### config.mk
export PLATFORM = sky130hd
export DESIGN_NAME = arty_btn_debounce
export DESIGN_NICKNAME = d
export VERILOG_FILES = /design/src/rtl/arty_btn_pkg.sv /design/src/rtl/arty_btn_db_cell.sv /design/src/rtl/arty_btn_debounce.sv
export SDC_FILE = /design/constraint.sdc
export NUM_CORES = 1
export LEC_CHECK = 0
export ABC_CLOCK_PERIOD_IN_PS = 3000
export BUFFER_PORTS_ARGS = -buffer_cell sky130_fd_sc_hd__buf_4
export CORE_MARGIN = 2
export CORE_UTILIZATION = 53
export CTS_BUF_LIST = sky130_fd_sc_hd__clkbuf_16
export DETAILED_ROUTE_END_ITERATION = 8
export GPL_TIMING_DRIVEN = 0
export HOLD_SLACK_MARGIN = 0.03
export PLACE_DENSITY = 0.71
export SETUP_SLACK_MARGIN = 0.05
export SYNTH_ARGS = -nofsm -noshare
export SYNTH_HDL_FRONTEND = slang
export SYNTH_SLANG_ARGS = --single-unit
### constraint.sdc
create_clock -name cpu_clk -period 3 [get_ports cpu_clk]
set_input_delay 0.75 -clock cpu_clk [delete_from_list [all_inputs] [get_ports cpu_clk]]
set_output_delay 0.75 -clock cpu_clk [all_outputs]
set_load 0.01 [all_outputs]
### src/rtl/arty_btn_pkg.sv
// Shared constants and helpers for the Arty push-button conditioning stage.
// Latency: n/a (package). Backpressure: n/a.
// Contents: default tick divider / debounce depth and a divider helper.
package arty_btn_pkg;

  // 1 ms sample tick at the 25 MHz board clock.
  localparam int ARTY_BTN_TICK_DIV = 25000;
  // Ten consecutive disagreeing ticks before a new level is accepted.
  localparam int ARTY_BTN_DB_TICKS = 10;

  // Clock cycles per tick for a given core frequency and tick period in ms.
  // Clamped to 1 so a tiny clock still yields a legal divider.
  function automatic int arty_btn_tick_div(input int clk_hz, input int ms);
    int div;
    div = (clk_hz / 1000) * ms;
    return (div < 1) ? 1 : div;
  endfunction

endpackage

### src/rtl/arty_btn_db_cell.sv
// Single-button synchroniser + debouncer with registered press/release strobes.
// Latency: 2 sync cycles, then DB_TICKS ticks; level and strobe appear together.
// Backpressure: none; strobes are one-cycle pulses with no handshake.
// Ports: cpu_clk, pwrup_rst_n (async, active-low), btn_raw (async input),
//        tick (sample enable), btn (debounced level), btn_press / btn_release.
module arty_btn_db_cell #(
  parameter int DB_TICKS = 10
) (
  input  logic cpu_clk,
  input  logic pwrup_rst_n,
  input  logic btn_raw,
  input  logic tick,
  output logic btn,
  output logic btn_press,
  output logic btn_release
);

  localparam int CNT_W = $clog2(DB_TICKS + 1);

  logic [1:0]       sync_q;
  logic             sync;
  logic             stable;
  logic [CNT_W-1:0] cnt;
  logic             mismatch;
  logic             accept;

  assign sync     = sync_q[1];
  assign mismatch = sync ^ stable;
  // The last disagreeing tick flips the level instead of bumping cnt, so
  // cnt tops out at DB_TICKS-1 and never wraps.
  assign accept   = mismatch & tick & (cnt == CNT_W'(DB_TICKS - 1));
  assign btn      = stable;

  always_ff @(posedge cpu_clk or negedge pwrup_rst_n) begin
    if (!pwrup_rst_n) begin
      sync_q      <= '0;
      stable      <= 1'b0;
      cnt         <= '0;
      btn_press   <= 1'b0;
      btn_release <= 1'b0;
    end else begin
      sync_q      <= {sync_q[0], btn_raw};
      // Registered alongside stable so level and strobe show up in one cycle.
      btn_press   <= accept & sync;
      btn_release <= accept & ~sync;
      if (!mismatch) begin
        // Any agreement restarts the count, tick or not.
        cnt <= '0;
      end else if (tick) begin
        if (accept) begin
          stable <= sync;
          cnt    <= '0;
        end else begin
          cnt <= cnt + CNT_W'(1);
        end
      end
    end
  end

endmodule

### src/rtl/arty_btn_debounce.sv
// Push-button conditioning: sync + debounce per button, sticky press events, IRQ.
// Latency: 2 + (DB_TICKS-1)*TICK_DIV + k + 1 cycles raw->btn_o; irq_o one after evt_o.
// Backpressure: none; events are sticky until cleared via evt_clr_i.
// Ports: cpu_clk, pwrup_rst_n (async, active-low), btn_raw_i, btn_o, btn_press_o,
//        btn_release_o, evt_clr_i (level-sampled per-bit clear), evt_o, irq_o.
module arty_btn_debounce
  import arty_btn_pkg::*;
#(
  parameter int N_BTN    = 4,
  parameter int TICK_DIV = ARTY_BTN_TICK_DIV,
  parameter int DB_TICKS = ARTY_BTN_DB_TICKS
) (
  input  logic             cpu_clk,
  input  logic             pwrup_rst_n,
  input  logic [N_BTN-1:0] btn_raw_i,
  output logic [N_BTN-1:0] btn_o,
  output logic [N_BTN-1:0] btn_press_o,
  output logic [N_BTN-1:0] btn_release_o,
  input  logic [N_BTN-1:0] evt_clr_i,
  output logic [N_BTN-1:0] evt_o,
  output logic             irq_o
);

  if (TICK_DIV < 1) begin : g_bad_tick_div
    $error("arty_btn_debounce: TICK_DIV must be >= 1");
  end
  if (DB_TICKS < 1) begin : g_bad_db_ticks
    $error("arty_btn_debounce: DB_TICKS must be >= 1");
  end

  // Counter must hold TICK_DIV-1; keep at least one bit for TICK_DIV=1.
  localparam int TW = (TICK_DIV > 1) ? $clog2(TICK_DIV) : 1;

  logic [TW-1:0] tick_cnt;
  logic          tick;

  // Shared sample tick: one cycle high whenever the down-counter hits zero.
  assign tick = (tick_cnt == '0);

  always_ff @(posedge cpu_clk or negedge pwrup_rst_n) begin
    if (!pwrup_rst_n) begin
      tick_cnt <= TW'(TICK_DIV - 1);
    end else if (tick) begin
      tick_cnt <= TW'(TICK_DIV - 1);
    end else begin
      tick_cnt <= tick_cnt - TW'(1);
    end
  end

  for (genvar i = 0; i < N_BTN; i++) begin : g_cell
    arty_btn_db_cell #(
      .DB_TICKS (DB_TICKS)
    ) u_cell (
      .cpu_clk     (cpu_clk),
      .pwrup_rst_n (pwrup_rst_n),
      .btn_raw     (btn_raw_i[i]),
      .tick        (tick),
      .btn         (btn_o[i]),
      .btn_press   (btn_press_o[i]),
      .btn_release (btn_release_o[i])
    );
  end

  // A press arriving in the same cycle as its clear keeps the event set.
  always_ff @(posedge cpu_clk or negedge pwrup_rst_n) begin
    if (!pwrup_rst_n) begin
      evt_o <= '0;
      irq_o <= 1'b0;
    end else begin
      evt_o <= btn_press_o | (evt_o & ~evt_clr_i);
      irq_o <= |evt_o;
    end
  end

endmodule

== Word-level counts from Yosys, hierarchy flattened ==
Cells that the tools add are included.
Word-level totals
  bits in registers: 56
  bits of input ports: 10
  output and inout port bits: 17
Operators by class
  add/sub/neg operators: 5
  equal/unequal tests: 8
  muxes and demuxes: 13
  bitwise logic cells: 27
  reduce and logical (&&, ||, !) cells: 6
Operators by type and width (number)
  4-bit 2-to-1 mux: 12
  4-bit by 1-bit adder with 4-bit output, second input constant: 4
  1-bit bitwise AND: 16
  4-bit equality test, second input constant: 4
  15-bit zero test: 1
  15-bit 2-to-1 mux: 1
  15-bit by 1-bit subtractor with 15-bit output, second input constant: 1
  3-bit AND reduction: 4
  2-bit != test, second input constant: 3
  4-bit bitwise AND: 1
  1-bit NOT: 4
  4-bit NOT: 1
  4-bit bitwise OR: 1
  4-bit OR reduction: 1
  1-bit bitwise XOR: 4
  2-bit by 1-bit != test with 1-bit output, second input constant: 1

== Longest topological paths before layout ==
  word-level depth: 6
  gate-level depth with buffers: 8
  mapped depth without buffers: 6

== By module ==
From an unflattened synthesis, not the netlist that was laid out.
Unflattened totals
  cell total of the unflattened synthesis: 229
  area total of the unflattened synthesis: 2581.2 µm²
By module, submodules not included
  arty_btn_db_cell: instances 4, cells an instance 34, area each 404.1 µm²
  arty_btn_debounce: instances 1, cells an instance 93, area each 964.7 µm²

== Worst setup path before layout ==
OpenSTA, ideal clock, no wires.
  kind: register to register
  start: register tick_cnt[0]
  end: register g_cell[1].u_cell.cnt[3]
  arrival: 1.707 ns
  path slack: 1.211 ns
  cell stages (with the launch flop): 7
  buffers on the path: 0
  period minus slack after synthesis: 1.789 ns
  cell sequence: dfstp_2 > inv_1 > ha_1 > nor4b_1 > nand4_2 > or4b_1 > a31oi_1
On the way
  word-level cells in the longest chain between the ends: 6
RTL lines
  from (decl): line arty_btn_debounce.sv:34  | logic [TW-1:0] tick_cnt;
  from (signal assigned): line arty_btn_debounce.sv:42  | tick_cnt <= TW'(TICK_DIV - 1);
  from (signal assigned): line arty_btn_debounce.sv:44  | tick_cnt <= TW'(TICK_DIV - 1);
  from (signal assigned): line arty_btn_debounce.sv:46  | tick_cnt <= tick_cnt - TW'(1);
  15-bit zero test *: line arty_btn_debounce.sv:38  | assign tick = (tick_cnt == '0);
  1-bit bitwise AND (2 in a row): line arty_btn_db_cell.sv:31  | assign accept = mismatch & tick & (cnt == CNT_W'(DB_TICKS - 1));
  4-bit 2-to-1 mux: line arty_btn_db_cell.sv:50  | if (accept) begin
  4-bit 2-to-1 mux: line arty_btn_db_cell.sv:49  | end else if (tick) begin
  4-bit 2-to-1 mux: line arty_btn_db_cell.sv:46  | if (!mismatch) begin
  to (signal assigned): line arty_btn_db_cell.sv:54  | cnt <= cnt + CNT_W'(1);
  to (decl): line arty_btn_db_cell.sv:23  | logic [CNT_W-1:0] cnt;
Mark *: on every way between the ends. The rest lies on a longest branch, timed or not. The select of a mux whose other input is x is not followed.
A chain may end at the register's enable or synchronous reset.

== Final worst setup path ==
  start: register tick_cnt[0]
  end: register g_cell[0].u_cell.cnt[2]
On the way
  word-level cells in the longest chain between the ends: 6
RTL lines (line)
  15-bit zero test *: arty_btn_debounce.sv:38
  1-bit bitwise AND (2 in a row): arty_btn_db_cell.sv:31
  4-bit 2-to-1 mux: arty_btn_db_cell.sv:50
  4-bit 2-to-1 mux: arty_btn_db_cell.sv:49
  4-bit 2-to-1 mux: arty_btn_db_cell.sv:46
  to (signal assigned): arty_btn_db_cell.sv:54
  to (decl): arty_btn_db_cell.sv:23
Marked as above.

==> Flow_metrics.wiki <==
{| class="wikitable"
! Metric !! Value
|-
| Run status || complete, no violations
|-
| Cell-internal power || between 1 and 1.5 mW
|-
| Top cell type's share of synthesized area || 46.8%
|-
| Fraction of registers with async set or reset after synthesis || 100%
|-
| Clock network fraction of design power || approximately 45%
|-
| Number of clock buffers inserted by TritonCTS || 5
|-
| Core area || around 4700 sq um
|-
| Count of buffers added by post-CTS timing repair for setup || 0
|-
| Register-to-Register Setup Slack || around 870 ps
|-
| Main combinational cell family by area after synthesis || simple AND/OR/NAND/NOR gates
|-
| Area of the multi-input gates || just under 1000 sq um
|-
| Post-DRT Antenna Nets || 0
|-
| Post-synthesis share of cell area spent on and, or, nand and nor gates || between 10% and 20%
|-
| Net count of the finished layout || between 200 and 300
|-
| Filler cells || between 300 and 400
|-
| Wire length of the first global-routing pass || ~7600 um
|-
| Synthesis-to-layout area growth || 16.8%
|-
| Xor/xnor cell area share of the yosys netlist || around 3.4%
|-
| Count of flip-flops with a built-in enable after synthesis || 0
|-
| Yosys reg bits || 56
|-
| Final antenna diode count || 0
|-
| Clock transition at path regs || around 70 ps
|-
| Cell depth of the worst flop-to-flop path || 8
|-
| Pin count of the biggest net entering global routing || between 50 and 60
|-
| H-tree depth || 2
|-
| Proportion of synthesized area in mux cells || between 2 and 2.5%
|-
| Number of global-route vias before repair || about 1.7k
|-
| Cts-stage hold buffer count || 0
|-
| Largest area contributor in the synthesized netlist || sky130_fd_sc_hd__dfrtp_1
|-
| Number of setup violations in the final report || 0
|-
| Critical Path RT || 3160 ps
|-
| Library cells used by synthesis || 37
|-
| Endpoint with the worst hold slack || g_cell[1].u_cell.sync_q[1]
|-
| Worst-case setup slack after placement || about 810 ps
|-
| Slew at the pin closest to its max-slew limit || between 800 and 900 ps
|-
| Hold depth || 0
|-
| Crit path time final || 2130 ps
|-
| Warnings, synthesis || 0
|-
| Netlist area before placement || 2570 sq um
|-
| Met2 WL post-DR || about 2100 um
|-
| Highest achievable clock rate || ~470 MHz
|-
| Part of the total power dissipated in combinational logic || approximately 2.0%
|-
| Power, Total || 1.44 mW
|-
| Seq/Total Area, Yosys || a little over half
|-
| Placement row count || 25
|-
| Number of cells upsized or downsized after cts || 0
|-
| Critical-path maximum fanout || 10
|-
| Horizontal die dimension || 73.6 um
|-
| Worst slew margin relative to its limit || around 45%
|-
| IO buf count || 26
|-
| M1 wire length || between 2000 and 2500 um
|-
| Final Util || ~64%
|-
| Pleak || 1.41 nW
|-
| Overflow left after global routing || 0
|-
| Reg2reg end || g_cell[0].u_cell.cnt[2]
|-
| Unrepaired setup endpoints after global routing || false
|-
| Worst setup slack after layout || just under 900 ps
|-
| Post-synth top flop || sky130_fd_sc_hd__dfrtp_1
|-
| Mapped Cells || 229
|-
| Hold WC Path Type || flip-flop to flip-flop
|-
| DRT iter0 DRCs || roughly 120
|-
| Start point of the worst min-delay path || g_cell[1].u_cell.sync_q[0]
|-
| Skew-Pair Late Insertion Delay || about 290 ps
|-
| Clock tree from TritonCTS || yes
|-
| Detailed-router iteration count before antenna repair || 4
|-
| Die Height || around 74 um
|-
| Total vias in the final route || between 1.5k and 2k
|-
| Compound-cell area share of the yosys netlist || under 10%
|-
| Number of DRC violations after detailed routing || 0
|-
| Areal power density over the cells || a little under 500 nW/um^2
|-
| TritonCTS Sinks || 56
|-
| Number of top-level design ports || 27
|-
| Data arrival time of the worst path || between 2000 and 2500 ps
|-
| Worst vdd ir || 275 uV
|-
| Top metal layer carrying routed signals || met4
|-
| TNS Setup || 0 ps
|-
| Layout cell share with drive strength beyond 1 || between 20 and 30%
|-
| Global router's overall resource usage || a little under a fifth
|-
| Antenna violations before repair || 0
|-
| Worst Hold Margin || ~350 ps
|-
| Final count of pins violating max slew || 0
|-
| Net switching fraction of the power || roughly a fifth
|-
| Critical setup path kind || flip-flop to flip-flop
|-
| Crit share post-route || 70.8%
|-
| Startpoint type of the worst setup path || flip-flop
|-
| Library cell used as clock root buffer || sky130_fd_sc_hd__clkbuf_16
|-
| Max clock buf depth || 2
|-
| Clock skew after layout || ~5.6 ps
|-
| Detail-routed net length per standard cell || 13.7 um
|-
| Detailed Place HPWL || 2900 um
|-
| Mapped Nets || approximately 250
|-
| Kind of end point of the critical path || flip-flop
|-
| Worst flop-to-flop path startpoint || tick_cnt[0]
|-
| Final-report hold violation count || 0
|-
| Sequential power share || between 50% and 60%
|-
| Synthesized-area fraction occupied by adder cells || under 10%
|-
| Area enclosed by the die boundary || roughly 5400 sq um
|-
| Amount of wire on met3 after detailed routing || approximately 190 um
|-
| Net Switching || around 0.28 mW
|-
| Synthesized area per cell || 11.2 sq um
|-
| Vias per cell || around 5.5
|-
| Register area || 1410 sq um
|-
| Overall routed net length || roughly 4300 um
|-
| Synth area leaders || sky130_fd_sc_hd__dfrtp_1, sky130_fd_sc_hd__dfstp_2, sky130_fd_sc_hd__ha_1
|-
| Starting density of the core || ~55%
|-
| Max-cap violation count || 0
|-
| Final estimated routing congestion in global placement || slightly above 0.8
|}
-- worst max path at each step --
| stage | from | end |
|---|---|---|
| final | tick_cnt[0] | g_cell[0].u_cell.cnt[2] |
| after CTS | tick_cnt[0] | g_cell[0].u_cell.cnt[2] |
| after floorplan | tick_cnt[0] | g_cell[1].u_cell.cnt[3] |
| after detailed placement | tick_cnt[0] | g_cell[0].u_cell.cnt[2] |
| after global placement | tick_cnt[0] | g_cell[2].u_cell.cnt[2] |
| after global routing | tick_cnt[0] | g_cell[1].u_cell.cnt[2] |
-- power by group through the flow --
stage	clock [mW]	combinational, mW	sequential (mW)
CTS	0.664	0.0307	0.764
detailed placement	0	0.0306	0.778
global placement	0	0.0305	0.778
floorplan	0	0.00568	0.778
global route	0.690	0.0342	0.765
finish	0.649	0.0290	0.764
-- registers in the layout, summed over array words and instances (netlist names) --
register and flops:
g_cell.u_cell.cnt 16, g_cell.u_cell.btn_release 4, irq_o 1, evt_o 4
g_cell.u_cell.sync_q 8, g_cell.u_cell.btn 4, tick_cnt 15, g_cell.u_cell.btn_press 4
-- layer usage --
| metal | vias up | global-route usage [%] |
|---|---|---|
| met5 | - | 0 |
| met2 | 33 | 30.4 |
| met3 | 5 | 4.12 |
| met4 | 0 | 4.85 |
| li1 | 871 | - |
| met1 | 846 | 24.0 |
-- critical path, cell delays in order, from the launching register on --
cell	delay, ps
sky130_fd_sc_hd__dfstp_2	380
sky130_fd_sc_hd__inv_1	70
sky130_fd_sc_hd__ha_1	140
sky130_fd_sc_hd__nor4b_1	380
sky130_fd_sc_hd__nand4_2	240
sky130_fd_sc_hd__buf_2	250
sky130_fd_sc_hd__clkbuf_1	240
sky130_fd_sc_hd__o21ai_0	200
sky130_fd_sc_hd__a21oi_1	80
-- synth_stat cells (7+ instances only) --
| cell type | number |
|---|---|
| sky130_fd_sc_hd__a21oi_1 | 16 |
| sky130_fd_sc_hd__xnor2_1 | 7 |
| sky130_fd_sc_hd__dfstp_2 | 8 |
| sky130_fd_sc_hd__inv_1 | 14 |
| sky130_fd_sc_hd__nor2_1 | 9 |
| sky130_fd_sc_hd__buf_4 | 12 |
| sky130_fd_sc_hd__nor3b_1 | 10 |
| sky130_fd_sc_hd__nand2_1 | 20 |
| sky130_fd_sc_hd__or3_1 | 10 |
| sky130_fd_sc_hd__or4_1 | 8 |
| sky130_fd_sc_hd__ha_1 | 10 |
| sky130_fd_sc_hd__dfrtp_1 | 48 |
-- through the flow --
step,instances,instance area [sq um]
6_report,317,3000
2_1_floorplan,229,2570
4_1_cts,317,3000
3_3_place_gp,309,2830
5_1_grt,317,3000
3_5_place_dp,309,2830
-- final cells by class --
cell class | instances | area share [%]
Sequential cell | 56 | 47.1
Multi-Input combinational cell | 141 | 32.9
Timing Repair Buffer | 26 | 6.51
Clock buffer | 5 | 4.18
Buffer | 18 | 3.88
Tap cell | 54 | 2.25
Inverter | 14 | 1.75
Clock inverter | 3 | 1.42
-- placed cells by master, fill, tap and decap left out, types with 4 or more instances in the layout --
cell	instances
sky130_fd_sc_hd__a21o_1	4
sky130_fd_sc_hd__buf_4	38
sky130_fd_sc_hd__o21ai_0	6
sky130_fd_sc_hd__clkbuf_16	5
sky130_fd_sc_hd__or3_1	10
sky130_fd_sc_hd__nor2_1	9
sky130_fd_sc_hd__ha_1	10
sky130_fd_sc_hd__nor3_1	4
sky130_fd_sc_hd__xnor2_1	7
sky130_fd_sc_hd__nor3b_1	10
sky130_fd_sc_hd__nand2_1	20
sky130_fd_sc_hd__dfrtp_1	48
sky130_fd_sc_hd__inv_1	14
sky130_fd_sc_hd__mux2_2	4
sky130_fd_sc_hd__a21oi_1	16
sky130_fd_sc_hd__or4_1	8
sky130_fd_sc_hd__dfstp_2	8
-- cell families (layout without fill, tap and decap cells) --
group / Yosys count / count (layout)
AO/OA/AOI/OAI: 40 / 40
multiplexers: 5 / 5
adder cells (fa/ha/maj): 10 / 10
buffers and inverters: 32 / 66
flip-flops: 56 / 56
XOR/XNOR: 10 / 10
AND/OR/NAND/NOR: 76 / 76
(Power assumes the default switching activity.)
